File: src/rtl/i2c_pkg.sv
// Shared definitions for the I2C write-only target: FSM encodings, default
// address and the address-phase decode helper.
package i2c_pkg;

  typedef enum logic [3:0] {
    ST_IDLE     = 4'd0,
    ST_ADDR     = 4'd1,
    ST_ACK_ADDR = 4'd2,
    ST_DATA     = 4'd3,
    ST_ACK_DATA = 4'd4,
    ST_IGNORE   = 4'd5
  } state_t;

  localparam logic [6:0] DEFAULT_SLAVE_ADDR = 7'h50;

  // True when the address byte selects this target for a write.
  function automatic logic is_write_to(input logic [7:0] addr_byte, input logic [6:0] addr);
    return (addr_byte[7:1] == addr) && (addr_byte[0] == 1'b0);
  endfunction

endpackage

File: src/rtl/i2c_sync_edge.sv
// Two-flop synchronizer with one history stage; emits the synchronized level
// and single-clk rise/fall pulses. Resets to the idle-bus level (high).
module i2c_sync_edge (
  input  logic clk,
  input  logic reset,
  input  logic din,
  output logic level,
  output logic rise,
  output logic fall
);

  logic meta_r;
  logic sync_r;
  logic hist_r;

  // Synchronizer chain plus history register for edge detection.
  always_ff @(posedge clk) begin
    if (!reset) begin
      meta_r <= 1'b1;
      sync_r <= 1'b1;
      hist_r <= 1'b1;
    end else begin
      meta_r <= din;
      sync_r <= meta_r;
      hist_r <= sync_r;
    end
  end

  assign level = sync_r;
  assign rise  = sync_r & ~hist_r;
  assign fall  = ~sync_r & hist_r;

endmodule

File: src/rtl/i2c_slave.sv
// I2C write-only target: receives address + data bytes, ACKs its own address
// and every data byte, and flags each received byte with a one-clk pulse.
module i2c_slave
  import i2c_pkg::*;
#(
  parameter logic [6:0] SLAVE_ADDR = DEFAULT_SLAVE_ADDR
) (
  input  logic       clk,
  input  logic       reset,
  input  logic       scl,
  input  logic       sda_in,
  output logic       sda_out,
  output logic       sda_oe,
  output logic [7:0] data_out,
  output logic       data_valid,
  output logic       addr_match,
  output logic [3:0] state
);

  logic   scl_level, scl_rise, scl_fall;
  logic   sda_level, sda_rise, sda_fall;
  logic   scl_steady_s, start_s, stop_s;
  state_t state_r;
  logic [2:0] bit_cnt_r;
  logic [7:0] shift_r;
  logic       byte_full_r;

  i2c_sync_edge u_scl_sync (
    .clk   (clk),
    .reset (reset),
    .din   (scl),
    .level (scl_level),
    .rise  (scl_rise),
    .fall  (scl_fall)
  );

  i2c_sync_edge u_sda_sync (
    .clk   (clk),
    .reset (reset),
    .din   (sda_in),
    .level (sda_level),
    .rise  (sda_rise),
    .fall  (sda_fall)
  );

  // SCL high now and in the previous sample (level without a fresh rise).
  assign scl_steady_s = scl_level & ~scl_rise;
  assign start_s      = sda_fall & scl_steady_s;
  assign stop_s       = sda_rise & scl_steady_s;
  assign state        = state_r;

  // Protocol FSM; bus conditions override any byte in progress.
  always_ff @(posedge clk) begin
    if (!reset) begin
      state_r     <= ST_IDLE;
      sda_oe      <= 1'b0;
      sda_out     <= 1'b1;
      data_out    <= 8'd0;
      data_valid  <= 1'b0;
      addr_match  <= 1'b0;
      bit_cnt_r   <= 3'd0;
      shift_r     <= 8'd0;
      byte_full_r <= 1'b0;
    end else begin
      data_valid <= 1'b0;
      if (stop_s) begin
        state_r     <= ST_IDLE;
        sda_oe      <= 1'b0;
        sda_out     <= 1'b1;
        addr_match  <= 1'b0;
        byte_full_r <= 1'b0;
      end else if (start_s) begin
        state_r     <= ST_ADDR;
        sda_oe      <= 1'b0;
        sda_out     <= 1'b1;
        addr_match  <= 1'b0;
        bit_cnt_r   <= 3'd7;
        shift_r     <= 8'd0;
        byte_full_r <= 1'b0;
      end else begin
        case (state_r)
          ST_IDLE: begin
          end
          ST_ADDR, ST_DATA: begin
            if (scl_rise && !byte_full_r) begin
              shift_r <= {shift_r[6:0], sda_level};
              if (bit_cnt_r == 3'd0) begin
                byte_full_r <= 1'b1;
              end else begin
                bit_cnt_r <= bit_cnt_r - 3'd1;
              end
            end else if (scl_fall && byte_full_r) begin
              byte_full_r <= 1'b0;
              if (state_r == ST_ADDR) begin
                if (is_write_to(shift_r, SLAVE_ADDR)) begin
                  sda_oe     <= 1'b1;
                  sda_out    <= 1'b0;
                  addr_match <= 1'b1;
                  state_r    <= ST_ACK_ADDR;
                end else begin
                  state_r <= ST_IGNORE;
                end
              end else begin
                data_out   <= shift_r;
                data_valid <= 1'b1;
                sda_oe     <= 1'b1;
                sda_out    <= 1'b0;
                state_r    <= ST_ACK_DATA;
              end
            end
          end
          ST_ACK_ADDR, ST_ACK_DATA: begin
            if (scl_fall) begin
              sda_oe    <= 1'b0;
              sda_out   <= 1'b1;
              bit_cnt_r <= 3'd7;
              state_r   <= ST_DATA;
            end
          end
          ST_IGNORE: begin
          end
          default: begin
            state_r    <= ST_IDLE;
            sda_oe     <= 1'b0;
            sda_out    <= 1'b1;
            addr_match <= 1'b0;
          end
        endcase
      end
    end
  end

endmodule

File: config.mk
export PLATFORM = sky130hd
export DESIGN_NAME = i2c_slave
export DESIGN_NICKNAME = d
export VERILOG_FILES = /design/src/rtl/i2c_pkg.sv /design/src/rtl/i2c_sync_edge.sv /design/src/rtl/i2c_slave.sv
export SDC_FILE = /design/constraint.sdc
export NUM_CORES = 1
export LEC_CHECK = 0
export BUFFER_PORTS_ARGS = -buffer_cell sky130_fd_sc_hd__buf_4
export CORE_AREA = 2 2 55 57
export DETAILED_ROUTE_END_ITERATION = 10
export DIE_AREA = 0 0 57 59
export PLACE_DENSITY_LB_ADDON = 0.12
export SYNTH_ARGS = -nofsm -noshare
export SYNTH_HDL_FRONTEND = slang
export SYNTH_HIERARCHICAL = 1
export SYNTH_SLANG_ARGS = --single-unit
File: constraint.sdc
create_clock -name clk -period 2.4 [get_ports clk]
set_input_delay 0.24 -clock clk [delete_from_list [all_inputs] [get_ports clk]]
set_output_delay 0.24 -clock clk [all_outputs]
set_load 0.05 [all_outputs]
==> out/metrics.yaml <==
drive_gt1_share_pct: 15.1
die_h_microns: 59
clock-sinks: 33
synth_top_family_by_area: "simple AND/OR/NAND/NOR gates"
r2r_start: "u_scl_sync/level"
postCtsResizedCells: 0
final_cell_area_sq_um: 1620
grt_max_degree: 18
num_rows: 19
yosysMostFrequentCell: "dfxtp_1"
cts_root_buffer: "clkbuf_4"
cp_max_fo: 8
finClkSkew_ns: 0.0137
ios: 20
hold_class: "in -> reg"
wl_per_cell_microns: 13.4
synth_edf_count: 0
slew_violations: 0
crit_type: "reg -> reg"
final_nets: 177
synthMuxAreaShare_pct: 5.78
synth_top_area_cell: "dfxtp_1"
avgSynthCellArea_sq_um: 9.12
area_delta_synth_final_pct: 16.5
dp_hpwl_microns: 1900
cts_tree: "done"
max-cap-violations: 0
grt_pass1_wl_microns: 4750
power_density_nw_per_um2: 652
crit_path_start_kind: "flop"
core_sq_um: 2710
hold_violations: 0
grt_antenna_before_repair: 0
synth-seq-cells: 33
postCtsHoldBufs: 0
drc: 0
first_pass_iters: 4
drt_iter0_markers: 48
ys_top_cells_by_area: "dfxtp_1 (48%), a21oi_1 (5.8%), mux2i_1 (5.8%)"
fmax_mhz: 514
clock_latency_ns: 0.34
ir_drop_v: 0.000619
synth_async_sr_flop_share_pct: 0
rsz0062_at_grt: "no"
routed_via_density: 5.74
outcome: "finished clean"
grt_pass1_vias: 1026
io_buffer_count: 18
synth_compound_area_share_pct: 16.3
worst_pin_slew_ns: 0.629
die_area_sq_um: 3360
rrSetupSlack_ns: 0.45
syn_nets: 158
critPathCaptureType: "flop"
fp.dieW_microns: 57
ant_nets: 0
crit_start: "u_scl_sync/level"
endpoint: "shift_r[7]"
numCtsBuffers: 5
dr_total_vias: 1165
synthTopCellsByCount: "dfxtp_1 (33), a21oi_1 (16), nand2_1 (13), nor2_1 (12)"
worstPathRequired_ns: 2.66
synth_warnings: 6
clockBufferDepth: 2
finalCriticalPeriod_ns: 1.95
dpl_cell_area_sq_um: 1530
n_antenna_cell: 0
setup_tns_ns: 0
yosys.area_share.simple_pct: 24.0
worstReg2RegEnd: "shift_r[7]"
synth_cell_types: 38
synth_xor_area_share_pct: 0.632
finalSetupViolCount: 0
ys_seq_area_share_pct: 47.7
post_cts_buffers: 0
post-route-util_pct: 59.6
synthFlopType: "dfxtp_1"
power.leakage_nw: 0.686
synth_cells: 152
fin_crit_sh_pct: 81.1
drt_wl_total_microns: 2710
worst-r2r-cell-count: 5
syn_area_sq_um: 1390
relSlewSlack_pct: 58.0
grt_usage_pct: 18.4
path_clk_slew_ns: 0.10
synth-adder-area-share_pct: 1.81
setup_ws_ns: 0.455
initial_utilization_pct: 51.2
netlist.area_leader.share_pct: 47.7
place_congestion: 0.779
htree_levels: 2
place_ws_ns: 0.491
arrival_ns: 2.21
grt.overflow.total: 0
[stage by stage]
stage	power, mW	hold WS (ns)	instances
after CTS	1.06	0.0705	203
after global routing	1.10	0.0811	203
after detailed placement	0.633	0.398	195
after global placement	0.631	0.395	195
final	1.05	0.0769	203
after floorplan	0.616	0.313	152
[state kept, by name, indices dropped and copies added (netlist names)]
name	count
shift_r	8
u_sda_sync/level	1
u_scl_sync/hist_r	1
data_out	8
u_sda_sync/meta_r	1
sda_out	1
u_sda_sync/hist_r	1
state	3
bit_cnt_r	3
data_valid	1
addr_match	1
u_scl_sync/meta_r	1
sda_oe	1
u_scl_sync/level	1
byte_full_r	1
[layer usage]
metal	wire (microns)	track usage [%]
met2	1170	28.7
met3	148	4.59
met4	85	9.97
met1	1300	23.6
met5	0	0
[cell usage in the layout (no fill, tap or decap), types with 4 or more instances in the layout]
cell type and n:
a21oi_1 16, nor2b_1 5, nand2b_1 9, nand2_1 13, nand3_1 9, dfxtp_1 33, mux2i_1 8, clkbuf_4 5
inv_1 4, buf_4 18, nor2_1 12
[worst min path at each step]
stage                      start           endpoint  slack [ns]  depth (start not counted)
6_report                  sda_in  u_sda_sync/meta_r        0.08                          2
5_1_grt                      scl  u_scl_sync/meta_r        0.08                          2
4_1_cts                   sda_in  u_sda_sync/meta_r        0.07                          2
3_5_place_dp   u_sda_sync/meta_r   u_sda_sync/level        0.40                          1
3_3_place_gp   u_sda_sync/meta_r   u_sda_sync/level        0.39                          1
2_1_floorplan              reset   u_scl_sync/level        0.31                          1
[critical path, cell delays in order, from the launching register on]
cell and delay (ns):
dfxtp_1 0.41, nor2b_1 0.34, nand3b_1 0.28, a21boi_1 0.54
nand3_1 0.14, a21oi_1 0.16
[power by group]
group | leakage [nW] | switching (mW) | total [mW] | internal [mW]
Combinational | 0.373 | 0.0387 | 0.0578 | 0.0190
Clock | 0.0455 | 0.183 | 0.432 | 0.249
Sequential | 0.268 | 0.00701 | 0.563 | 0.556
Total | 0.686 | 0.229 | 1.05 | 0.824
[cell type report]
type,count,area [sq um]
fillers,253,1090
repair buffers,18,135
flip-flops and latches,33,661
well taps,31,38.8
clock inverters,1,30.0
multi-input cells,108,677
clock buffers,7,55.1
inverters,5,18.8
[logic make-up (layout without fill, tap and decap cells)]
logic type               Yosys count  in the layout
other                              1              1
AO/OA/AOI/OAI                     35             35
buffers and inverters             11             31
AND/OR/NAND/NOR                   61             61
multiplexers                       8              8
adder cells (fa/ha/maj)            2              2
XOR/XNOR                           1              1
flip-flops                        33             33
No activity file was read; power rests on OpenSTA's default activity.
